## src/rtl/issue_unit_pkg.sv

```systemverilog
// Shared definitions for the Tomasulo issue stage.
// Covers tag constants, the pending-operand marker value, opcode encoding and the instruction field layout.
package issue_unit_pkg;

    localparam logic [2:0]  FREE_REGISTER    = 3'd0;
    localparam logic [2:0]  RES_STATION_ADD1 = 3'd1;
    localparam logic [2:0]  RES_STATION_ADD2 = 3'd2;
    localparam logic [15:0] Vj_Vk_sem_valor  = 16'hFFF0;

    localparam logic [1:0]  OP_SUB = 2'b01;

    localparam int OP_LSB = 6;
    localparam int RD_LSB = 4;
    localparam int RS_LSB = 2;
    localparam int RT_LSB = 0;

    typedef struct packed {
        logic [1:0] op;
        logic [1:0] rd;
        logic [1:0] rs;
        logic [1:0] rt;
    } instr_t;

    function automatic instr_t decode_instr(input logic [7:0] raw);
        instr_t d;
        d.op = raw[OP_LSB +: 2];
        d.rd = raw[RD_LSB +: 2];
        d.rs = raw[RS_LSB +: 2];
        d.rt = raw[RT_LSB +: 2];
        return d;
    endfunction

    // op[1] set means NOP, whatever op[0] holds
    function automatic logic is_nop(input logic [1:0] op);
        return op[1];
    endfunction

endpackage

```

## src/rtl/issue_queue.sv

```systemverilog
// In-order instruction FIFO for the issue stage.
// Pointers wrap naturally because DEPTH is a power of two. A push while full is dropped.
module issue_queue #(
    parameter int DEPTH = 4,
    parameter int WIDTH = 8
) (
    input  logic                     Clock,
    input  logic                     Reset,
    input  logic                     i_push,
    input  logic [WIDTH-1:0]         i_data,
    input  logic                     i_pop,
    output logic [WIDTH-1:0]         o_head,
    output logic [$clog2(DEPTH):0]   o_count,
    output logic                     o_full,
    output logic                     o_empty
);

    localparam int AW = $clog2(DEPTH);
    localparam logic [AW:0] FULL_COUNT = (AW+1)'(DEPTH);

    logic [WIDTH-1:0] r_mem [DEPTH];
    logic [AW-1:0]    r_wr_ptr;
    logic [AW-1:0]    r_rd_ptr;
    logic [AW:0]      r_count;
    logic             w_do_push;
    logic             w_do_pop;

    assign o_full    = (r_count == FULL_COUNT);
    assign o_empty   = (r_count == '0);
    assign o_count   = r_count;
    assign o_head    = r_mem[r_rd_ptr];
    assign w_do_push = i_push && !o_full;
    assign w_do_pop  = i_pop && !o_empty;

    // Storage is not reset; only the pointers and count define what is valid
    always_ff @(posedge Clock) begin
        if (w_do_push) begin
            r_mem[r_wr_ptr] <= i_data;
        end
    end

    // Pointer and occupancy bookkeeping; push and pop together leave the count unchanged
    always_ff @(posedge Clock or posedge Reset) begin
        if (Reset) begin
            r_wr_ptr <= '0;
            r_rd_ptr <= '0;
            r_count  <= '0;
        end else begin
            if (w_do_push) r_wr_ptr <= r_wr_ptr + 1'b1;
            if (w_do_pop)  r_rd_ptr <= r_rd_ptr + 1'b1;
            case ({w_do_push, w_do_pop})
                2'b10:   r_count <= r_count + 1'b1;
                2'b01:   r_count <= r_count - 1'b1;
                default: r_count <= r_count;
            endcase
        end
    end

endmodule

```

## src/rtl/issue_unit.sv

```systemverilog
// Tomasulo issue stage: queues instructions, allocates ADD1/ADD2, builds operands and renames Rd.
// Optional feature macro ISSUE_CDB_BYPASS_EN: when defined, a source that the CDB is broadcasting
// on the issue edge is captured directly. Otherwise issue waits one cycle for the status table.
module issue_unit
    import issue_unit_pkg::*;
#(
    parameter int QDEPTH = 4
) (
    input  logic                     Clock,
    input  logic                     Reset,
    input  logic                     Instr_valid,
    input  logic [7:0]               Instr_in,
    output logic                     Instr_ready,
    input  logic                     Busy_ADD1,
    input  logic                     Busy_ADD2,
    input  logic [7:0]               Rs_Qi_flat,
    input  logic [63:0]              Rs_Qi_data_flat,
    input  logic                     CDB_valid,
    input  logic [3:0]               Qi_CDB,
    input  logic [15:0]              Qi_CDB_data,
    output logic                     Issue_ADD1,
    output logic                     Issue_ADD2,
    output logic                     Issue_op,
    output logic [15:0]              Issue_Vj,
    output logic [15:0]              Issue_Vk,
    output logic [2:0]               Issue_Qj,
    output logic [2:0]               Issue_Qk,
    output logic                     R_enable_despacho,
    output logic [3:0]               R_target_despacho,
    output logic [3:0]               R_res_station_despacho,
    output logic [$clog2(QDEPTH):0] Queue_count
);

    localparam logic [1:0] ST_IDLE   = 2'd0;
    localparam logic [1:0] ST_ISSUE  = 2'd1;
    localparam logic [1:0] ST_SETTLE = 2'd2;

    logic [1:0]  r_state;
    logic        r_issue_add1, r_issue_add2, r_op, r_ren;
    logic [15:0] r_vj, r_vk;
    logic [2:0]  r_qj, r_qk;
    logic [3:0]  r_target, r_res;

    logic [7:0]  w_head_raw;
    instr_t      w_head;
    logic        w_full, w_empty, w_pop;
    logic [1:0]  w_qi_s, w_qi_t;
    logic [15:0] w_data_s, w_data_t;
    logic        w_hit_s, w_hit_t, w_cdb_stall;
    logic        w_head_nop, w_can_issue;
    logic [2:0]  w_station;
    logic [15:0] w_vj, w_vk;
    logic [2:0]  w_qj, w_qk;
    logic        w_unused_bits;

    issue_queue #(.DEPTH(QDEPTH), .WIDTH(8)) u_queue (
        .Clock   (Clock),
        .Reset   (Reset),
        .i_push  (Instr_valid),
        .i_data  (Instr_in),
        .i_pop   (w_pop),
        .o_head  (w_head_raw),
        .o_count (Queue_count),
        .o_full  (w_full),
        .o_empty (w_empty)
    );

    assign Instr_ready = !w_full;
    assign w_head      = decode_instr(w_head_raw);
    assign w_head_nop  = is_nop(w_head.op);

    // Status-table lookups happen before this instruction renames Rd, so Rd==Rs sees the old entry
    assign w_qi_s   = Rs_Qi_flat[{w_head.rs, 1'b0} +: 2];
    assign w_qi_t   = Rs_Qi_flat[{w_head.rt, 1'b0} +: 2];
    assign w_data_s = Rs_Qi_data_flat[{w_head.rs, 4'b0000} +: 16];
    assign w_data_t = Rs_Qi_data_flat[{w_head.rt, 4'b0000} +: 16];

    assign w_hit_s = ({1'b0, w_qi_s} != FREE_REGISTER) && CDB_valid && ({1'b0, w_qi_s} == Qi_CDB[2:0]);
    assign w_hit_t = ({1'b0, w_qi_t} != FREE_REGISTER) && CDB_valid && ({1'b0, w_qi_t} == Qi_CDB[2:0]);

`ifdef ISSUE_CDB_BYPASS_EN
    assign w_cdb_stall = 1'b0;
`else
    assign w_cdb_stall = w_hit_s || w_hit_t;
`endif

    assign w_unused_bits = ^{Qi_CDB[3], Qi_CDB_data};

    assign w_station   = !Busy_ADD1 ? RES_STATION_ADD1 : RES_STATION_ADD2;
    assign w_can_issue = (r_state == ST_IDLE) && !w_empty && !w_head_nop
                         && (!Busy_ADD1 || !Busy_ADD2) && !w_cdb_stall;
    assign w_pop       = w_can_issue || ((r_state == ST_IDLE) && !w_empty && w_head_nop);

    // Operand build: ready value, CDB capture when bypass is enabled, else the pending marker value plus producer tag
    always_comb begin
        w_vj = Vj_Vk_sem_valor;
        w_qj = {1'b0, w_qi_s};
        w_vk = Vj_Vk_sem_valor;
        w_qk = {1'b0, w_qi_t};
        if ({1'b0, w_qi_s} == FREE_REGISTER) begin
            w_vj = w_data_s;
            w_qj = FREE_REGISTER;
        end
`ifdef ISSUE_CDB_BYPASS_EN
        else if (w_hit_s) begin
            w_vj = Qi_CDB_data;
            w_qj = FREE_REGISTER;
        end
`endif
        if ({1'b0, w_qi_t} == FREE_REGISTER) begin
            w_vk = w_data_t;
            w_qk = FREE_REGISTER;
        end
`ifdef ISSUE_CDB_BYPASS_EN
        else if (w_hit_t) begin
            w_vk = Qi_CDB_data;
            w_qk = FREE_REGISTER;
        end
`endif
    end

    // IDLE -> ISSUE -> SETTLE: outputs are held for one cycle, then a bubble lets status and Busy catch up
    always_ff @(posedge Clock or posedge Reset) begin
        if (Reset) begin
            r_state      <= ST_IDLE;
            r_issue_add1 <= 1'b0;
            r_issue_add2 <= 1'b0;
            r_op         <= 1'b0;
            r_ren        <= 1'b0;
            r_vj         <= '0;
            r_vk         <= '0;
            r_qj         <= '0;
            r_qk         <= '0;
            r_target     <= '0;
            r_res        <= '0;
        end else begin
            case (r_state)
                ST_IDLE: begin
                    if (w_can_issue) begin
                        r_state      <= ST_ISSUE;
                        r_issue_add1 <= !Busy_ADD1;
                        r_issue_add2 <= Busy_ADD1;
                        r_op         <= (w_head.op == OP_SUB);
                        r_ren        <= 1'b1;
                        r_vj         <= w_vj;
                        r_vk         <= w_vk;
                        r_qj         <= w_qj;
                        r_qk         <= w_qk;
                        r_target     <= {2'b00, w_head.rd};
                        r_res        <= {1'b0, w_station};
                    end
                end
                ST_ISSUE: begin
                    r_issue_add1 <= 1'b0;
                    r_issue_add2 <= 1'b0;
                    r_ren        <= 1'b0;
                    r_state      <= ST_SETTLE;
                end
                ST_SETTLE: r_state <= ST_IDLE;
                default:   r_state <= ST_IDLE;
            endcase
        end
    end

    assign Issue_ADD1             = r_issue_add1;
    assign Issue_ADD2             = r_issue_add2;
    assign Issue_op               = r_op;
    assign Issue_Vj               = r_vj;
    assign Issue_Vk               = r_vk;
    assign Issue_Qj               = r_qj;
    assign Issue_Qk               = r_qk;
    assign R_enable_despacho      = r_ren;
    assign R_target_despacho      = r_target;
    assign R_res_station_despacho = r_res;

endmodule

```

## config.mk

```make
export PLATFORM = sky130hd
export DESIGN_NAME = issue_unit
export DESIGN_NICKNAME = d
export VERILOG_FILES = /design/src/rtl/issue_unit_pkg.sv /design/src/rtl/issue_queue.sv /design/src/rtl/issue_unit.sv
export SDC_FILE = /design/constraint.sdc
export NUM_CORES = 1
export LEC_CHECK = 0
export ABC_AREA = 1
export CAP_MARGIN = 10
export CORE_UTILIZATION = 48
export CTS_BUF_LIST = sky130_fd_sc_hd__clkbuf_8
export DETAILED_ROUTE_END_ITERATION = 16
export GPL_TIMING_DRIVEN = 0
export PLACE_DENSITY = 0.83
export SLEW_MARGIN = 20
export SYNTH_ARGS = -nofsm -noshare
export SYNTH_HDL_FRONTEND = slang
export SYNTH_SLANG_ARGS = --single-unit
```

## constraint.sdc

```tcl
create_clock -name Clock -period 3.11 [get_ports Clock]
set_input_delay 0.622 -clock Clock [delete_from_list [all_inputs] [get_ports Clock]]
set_output_delay 0.622 -clock Clock [all_outputs]
set_load 0.005 [all_outputs]
```

* Yosys cells after proc, flatten, opt, wreduce, memory -nomap -nowiden
Memory sizes are Yosys's and may differ from the RTL's.
Index checks and enable logic that the tools add are counted.
** Cells by class
- $add $sub $neg :: 4
- Equal/unequal tests :: 8
- Shifts and indexed selects :: 4
- Mux-type cells :: 16
- Reductions and logical operators :: 30
** Operators with widths (number)
- 64-bit by 7-bit indexed part select with 16-bit output :: 2
- 16-bit two-way mux :: 2
- 8-bit by 4-bit indexed part select with 2-bit output :: 2
- 1-bit logical AND :: 11
- 2-bit two-way mux :: 4
- 2-bit nonzero test :: 4
- 2-bit by 1-bit equality test with 1-bit output, second input constant :: 3
- 2-bit by 3-bit equality test with 1-bit output :: 2
- 1-bit logical NOT :: 6
- 2-bit logical NOT :: 3
- 1-bit case mux with 2 select lines :: 3
- 3-bit case mux with 2 select lines :: 1
- 1-bit two-way mux :: 5
- 2-bit by 1-bit adder with 2-bit output, second input constant :: 2
- 2-bit case mux with 2 select lines :: 1
- 2-bit AND reduction :: 2
- 3-bit by 1-bit adder with 3-bit output, second input constant :: 1
- 3-bit equality test, second input constant :: 1
- 3-bit logical NOT :: 1
- 1-bit logical OR :: 3
- 3-bit by 1-bit subtractor with 3-bit output, second input constant :: 1
- 2-bit equality test, second input constant :: 1
- 2-bit inequality test, second input constant :: 1
** Storage, ports and cells
- Register bits :: 56
- Memory bits (writable) :: 32
- Input port bits :: 106
- Output and inout bits :: 54
- Word-level logic and storage cells :: 77
- Memories kept :: 1
** Memory list
- u_queue.r_mem :: words 4, width 8, rd ports 1, clocked after memory_dff 0, write ports 1, line issue_queue.sv:21 : logic [WIDTH-1:0] r_mem [DEPTH];

* Longest topological paths before layout
An unclocked memory read counts as a cell.
- Word-level depth :: 12
- Gate-level depth with buffers :: 20
- Mapped depth without buffers :: 19

* Cells and area by module
A second synthesis with hierarchy kept.
** Second synthesis, totals
- Cells, all modules :: 610
- Area, all modules :: 4992.3 um2
** By module, submodules not included
- issue_unit :: times used 1, cells an instance 455, area each 3236.9 um2, sequential area each 1151.1 um2
- issue_queue :: times used 1, cells an instance 155, area each 1755.4 um2, sequential area each 1136.1 um2

* Worst setup path before layout
No wires, ideal clock.
- Path type :: register -> register
- Start point :: register u_queue.r_rd_ptr[0]
- End point :: register u_queue.r_count[2] (netlist: u_queue.o_count[2])
- Setup time :: 124 ps
- Arrival time :: 2505 ps
- Required time :: 2986 ps
- Path slack :: 481 ps
- Cell stages (with the launch flop) :: 20
- Path buffers :: 2
- Clock period less this slack :: 2629 ps
- Path through :: dfrtp_1 buf_4 nand2_1 nand3_2 nand2_4 nand2_1 nand3_1 nand2_2 nand2_1 nand2_1 nand3_2 nand3_4 buf_8 nand2_1 ha_1 inv_1 fa_1 a21oi_1 o21ai_0 xnor2_1
** On the way
- Word-level cells in the longest chain between the ends :: 12
- Elaborated cells on any way between the ends :: 24
- Classes of those cells :: 4 x eq/ne; 2 x shift; 1 x mux; 16 x reduce/logical; 1 x memory
** RTL lines
- start: declaration :: line issue_queue.sv:23 : logic [AW-1:0] r_rd_ptr;
- start signal: assignment :: line issue_queue.sv:50 : if (w_do_pop) r_rd_ptr <= r_rd_ptr + 1'b1;
- memory 4 x 8 bit (*)
- 8-bit by 4-bit indexed part select with 2-bit output, on equally long branches :: line issue_unit.sv:73, issue_unit.sv:74
- 2-bit nonzero test, on equally long branches :: line issue_unit.sv:78, issue_unit.sv:79
- 1-bit logical AND, on equally long branches (2 in series) :: line issue_unit.sv:78, issue_unit.sv:79
- 1-bit logical OR :: line issue_unit.sv:84 : assign w_cdb_stall = w_hit_s || w_hit_t;
- 1-bit logical NOT :: line issue_unit.sv:91 : && (!Busy_ADD1 || !Busy_ADD2) && !w_cdb_stall;
- 1-bit logical AND :: line issue_unit.sv:91
- 1-bit logical OR (*) :: line issue_unit.sv:92 : assign w_pop = w_can_issue || ((r_state == ST_IDLE) && !w_empty && w_head_nop);
- 1-bit logical AND (*) :: line issue_queue.sv:33 : assign w_do_pop = i_pop && !o_empty;
- net u_queue.w_do_pop :: line issue_queue.sv:26 : logic w_do_pop;
- 2-bit by 1-bit equality test with 1-bit output or 2-bit equality test (tied branches) :: line issue_queue.sv:51 : case ({w_do_push, w_do_pop})
- 3-bit case mux with 2 select lines or 2-bit nonzero test (tied branches)
- end signal: assignment :: line issue_queue.sv:52 : 2'b10: r_count <= r_count + 1'b1;
- end signal: assignment :: line issue_queue.sv:53 : 2'b01: r_count <= r_count - 1'b1;
- end signal: assignment :: line issue_queue.sv:54 : default: r_count <= r_count;
- end: declaration :: line issue_queue.sv:24 : logic [AW:0] r_count;
The timed path passes the listed nets; every way through them passes the cells marked *.
A chain may end at the register's enable or synchronous reset.

* Worst setup path in the final report
Same ends and word-level chain as after synthesis.

==> out/results.txt <==
Max Slew Vio Count: 0
Critical path type: flip-flop to flip-flop
Largest net degree at the start of global routing: 54
Post-synth top flop: dfrtp_1
Share of layout cells above drive strength 1: 10.1%
Outcome: complete, no violations
Worst slew pin tran: 0.770 ns
Setup WS post-layout: 0.209 ns
Clk pwr share: 10.8%
Crit path buf inv count: 3
Global Route met1 Usage: 35.8%
Synth Area per Inst: 8.12 um^2
Antenna cell count: 0
# port buffers: 136
WHS: 0.450 ns
Setup violators final: 0
GR met2 Demand/Resource: 46.2%
Max cap viols: 0
Number of enable flip-flop cells after synthesis: 32
Post-route clock period utilization: 93.3%
Final GP Congestion: 0.935
Total CTS buffers: 9
Tmin final: 2.90 ns
Antenna Nets Post-Route: 0
Cell Chain, Critical Path: buf_6 > nand2_1 > nand3_4 > nand2_4 > nand2_1 > nand3_1 > nand2_2 > nand2_1 > nand2_1 > nand3_2 > nand3_4 > buf_8 > nand2_2 > ha_1 > inv_1 > fa_1 > a21oi_1 > o21ai_1 > xnor2_1
Worst rel slew slack: 48.5%
Most common cell in the netlist: nand2_1
Synth Warn #: 0
Wire per inst: 16.6 um
Hold Vio Cnt, Final: 0
Worst-path clk slew: 0.09 ns
Synth top area cells: dfrtp_1, edfxtp_1, nand2_1
Die area: 10400 um^2
HPWL Detailed: 10900 um
Pwr/cell area: 1070 nW/um^2
Power, Total: 7.12 mW
Worst reg-to-reg setup slack: 0.21 ns
Reg-to-reg critical path startpoint: u_queue.r_rd_ptr[0]
Synth Instances: 591
Crit-path slowest cell: dfrtp_2
Clock Skew: 0.00946 ns
Most used cell along the critical path: nand2_1
TritonRoute pass-1 iters: 5
Remaining DRCs: 0
Worst hold start: r_state[1]
Synthesis-to-layout area growth: 38.0%
Chip height: 102 um
Biggest area consumer among synthesized cells: dfrtp_1
Met3 Use GR: 4.79%
P_int: 3.72 mW
Post-place setup slack: -0.0910 ns
Hold path depth: 1
CP Capture Type: flip-flop
Combinational fraction of design power: 62.8%
Worst path required time: 3.36 ns
Clk buf depth: 2
Iter 0 DRT Violations: 359
Fmax: 0.345 GHz
Hold Path End: r_state[1]
Peak VDD IR: 0.000595 V
All-Layer GR Usage: 28.4%
Grt peak-use layer: met2
Root Buffer: clkbuf_8
CTS tree: built
Hold_buf cts: 0
Register area share after synthesis: 47.7%
Seq pwr share: 26.4%
Sw frac: 47.7%
Switch Pwr: 3.40 mW
Sink Count: 85
Worst-skew pair later-pin latency: 0.37 ns
Seq cells post-synth: 85
Leak pwr: 2.94 nW
Worst path max stage delay: 0.46 ns
H-tree levels: 3
RR Endpoint: u_queue.o_count[2]
FP Rows: 36
Hold Crit Class: flip-flop to flip-flop
R2R depth: 19
DR vias: 4835
WP data arrival: 3.15 ns
Top cells by count, synth: nand2_1, o21ai_0, inv_1
Distinct cell type count after synthesis: 33
Num ports: 160
Starting Density: 49.3%
Drt total wl: 14700 um
Nets: 858
First-pass GRT wire length: 22400 um
Congestion Overflow GR: 0
Number of global-route vias before repair: 4584
Share of Yosys cell area claimed by the top area cell type: 27.6%
Asr flop ratio synth: 62.4%
Crit-path leading delay family: simple AND/OR/NAND/NOR gates
Die X: 102 um
Via density: 5.47
Crit Path Max Fanout: 10
Synth Cell Area: 4800 um^2
Initial antenna violation count: 0
Crit start category: flip-flop
Core Region: 9730 um^2
[cell families after synthesis]
| family | Yosys count | synth area share (%) |
|---|---|---|
| simple gates | 240 | 21.4 |
| compound gates | 152 | 18.5 |
| buf+inv | 103 | 9.88 |
| flops | 85 | 47.7 |
| fa+ha+maj | 6 | 1.72 |
| xor+xnor | 4 | 0.730 |
| other cells | 1 | 0.0781 |
[cells in the final DEF (no fill, tap or decap), types with 3 or more instances in the layout]
cell type	count
nand3_2	4
nor2_1	35
o22ai_1	5
edfxtp_1	32
inv_8	3
o21ai_0	67
ha_1	5
clkbuf_1	13
buf_2	13
clkdlybuf4s50_1	136
nand2_2	5
buf_6	5
nand2_4	3
a21oi_1	29
nand2_1	157
inv_4	3
clkbuf_8	9
dfrtp_1	52
buf_4	9
nand3_1	28
inv_1	58
a221oi_1	24
o21ai_2	6
o21ai_1	18
nand3_4	5
conb_1	6
[sequential cells by signal, indices dropped and copies added, names as in the netlist, 2 cells and up]
signal / cells
r_state: 2
u_queue.r_mem: 32
Issue_Qj: 2
u_queue.o_count: 3
Issue_Vj: 16
u_queue.r_rd_ptr: 2
R_res_station_despacho: 2
Issue_Qk: 2
u_queue.r_wr_ptr: 2
R_target_despacho: 2
Issue_Vk: 16
[layout make-up]
class | instances | area [um^2]
Buffer | 39 | 245
Clock buffer | 9 | 124
Clock inverter | 7 | 65.1
Fill cell | 794 | 3110
Inverter | 64 | 248
Multi-Input combinational cell | 408 | 2100
Sequential cell | 85 | 2290
Tap cell | 133 | 166
Timing Repair Buffer | 139 | 1380
[metal layers]
metal | share of wire (%) | routed length [um] | vias up
li1 | - | - | 2280
met1 | 40 | 5870 | 2222
met2 | 47 | 6870 | 281
met3 | 9.7 | 1430 | 52
met4 | 3.7 | 537 | 0
met5 | 0 | 0 | -
[through the flow]
step	area (um^2)	instances	TNS [ns]	utilization (%)
after global placement	6350	865	-0.00671	65.2
after CTS	6540	881	0	67.2
after detailed placement	6350	865	-0.0910	65.3
after global routing	6620	884	-0.00656	68.1
after floorplan	4820	596	0	-
final	6620	884	0	68.1
[worst max-delay path by stage]
stage | cells after the start | slack (ns) | end | start
floorplan | 19 | 0.48 | u_queue.o_count[2] | u_queue.r_rd_ptr[0]
global placement | 16 | -0.007 | u_queue.o_count[2] | Rs_Qi_flat[3]
detailed placement | 16 | -0.09 | u_queue.o_count[2] | Rs_Qi_flat[3]
CTS | 19 | 0.09 | u_queue.o_count[2] | u_queue.r_rd_ptr[0]
global route | 19 | -0.007 | u_queue.o_count[2] | u_queue.r_rd_ptr[0]
finish | 19 | 0.21 | u_queue.o_count[2] | u_queue.r_rd_ptr[0]
[power groups by stage]
stage,clock network (mW),logic (mW),registers [mW]
2_1_floorplan,0,2.63,1.86
3_3_place_gp,0,4.12,1.88
3_5_place_dp,0,4.24,1.89
4_1_cts,0.774,4.26,1.87
5_1_grt,0.823,4.90,1.92
6_report,0.769,4.47,1.88
[worst reg2reg max path, stage by stage (launching register included)]
cell,delay [ns]
dfrtp_2,0.46
buf_6,0.16
nand2_1,0.10
nand3_4,0.12
nand2_4,0.11
nand2_1,0.07
nand3_1,0.12
nand2_2,0.10
nand2_1,0.07
nand2_1,0.06
nand3_2,0.09
nand3_4,0.09
buf_8,0.16
nand2_2,0.09
ha_1,0.16
inv_1,0.07
fa_1,0.39
a21oi_1,0.15
o21ai_1,0.09
xnor2_1,0.13
[what timing repair did]
item | in CTS | in global routing
setup endpoints to repair | 1 | 2
resized for setup | 1 | 15
pin swaps | 0 | 4
buffers inserted | 0 | 3
No activity file was read; power rests on OpenSTA's default activity.
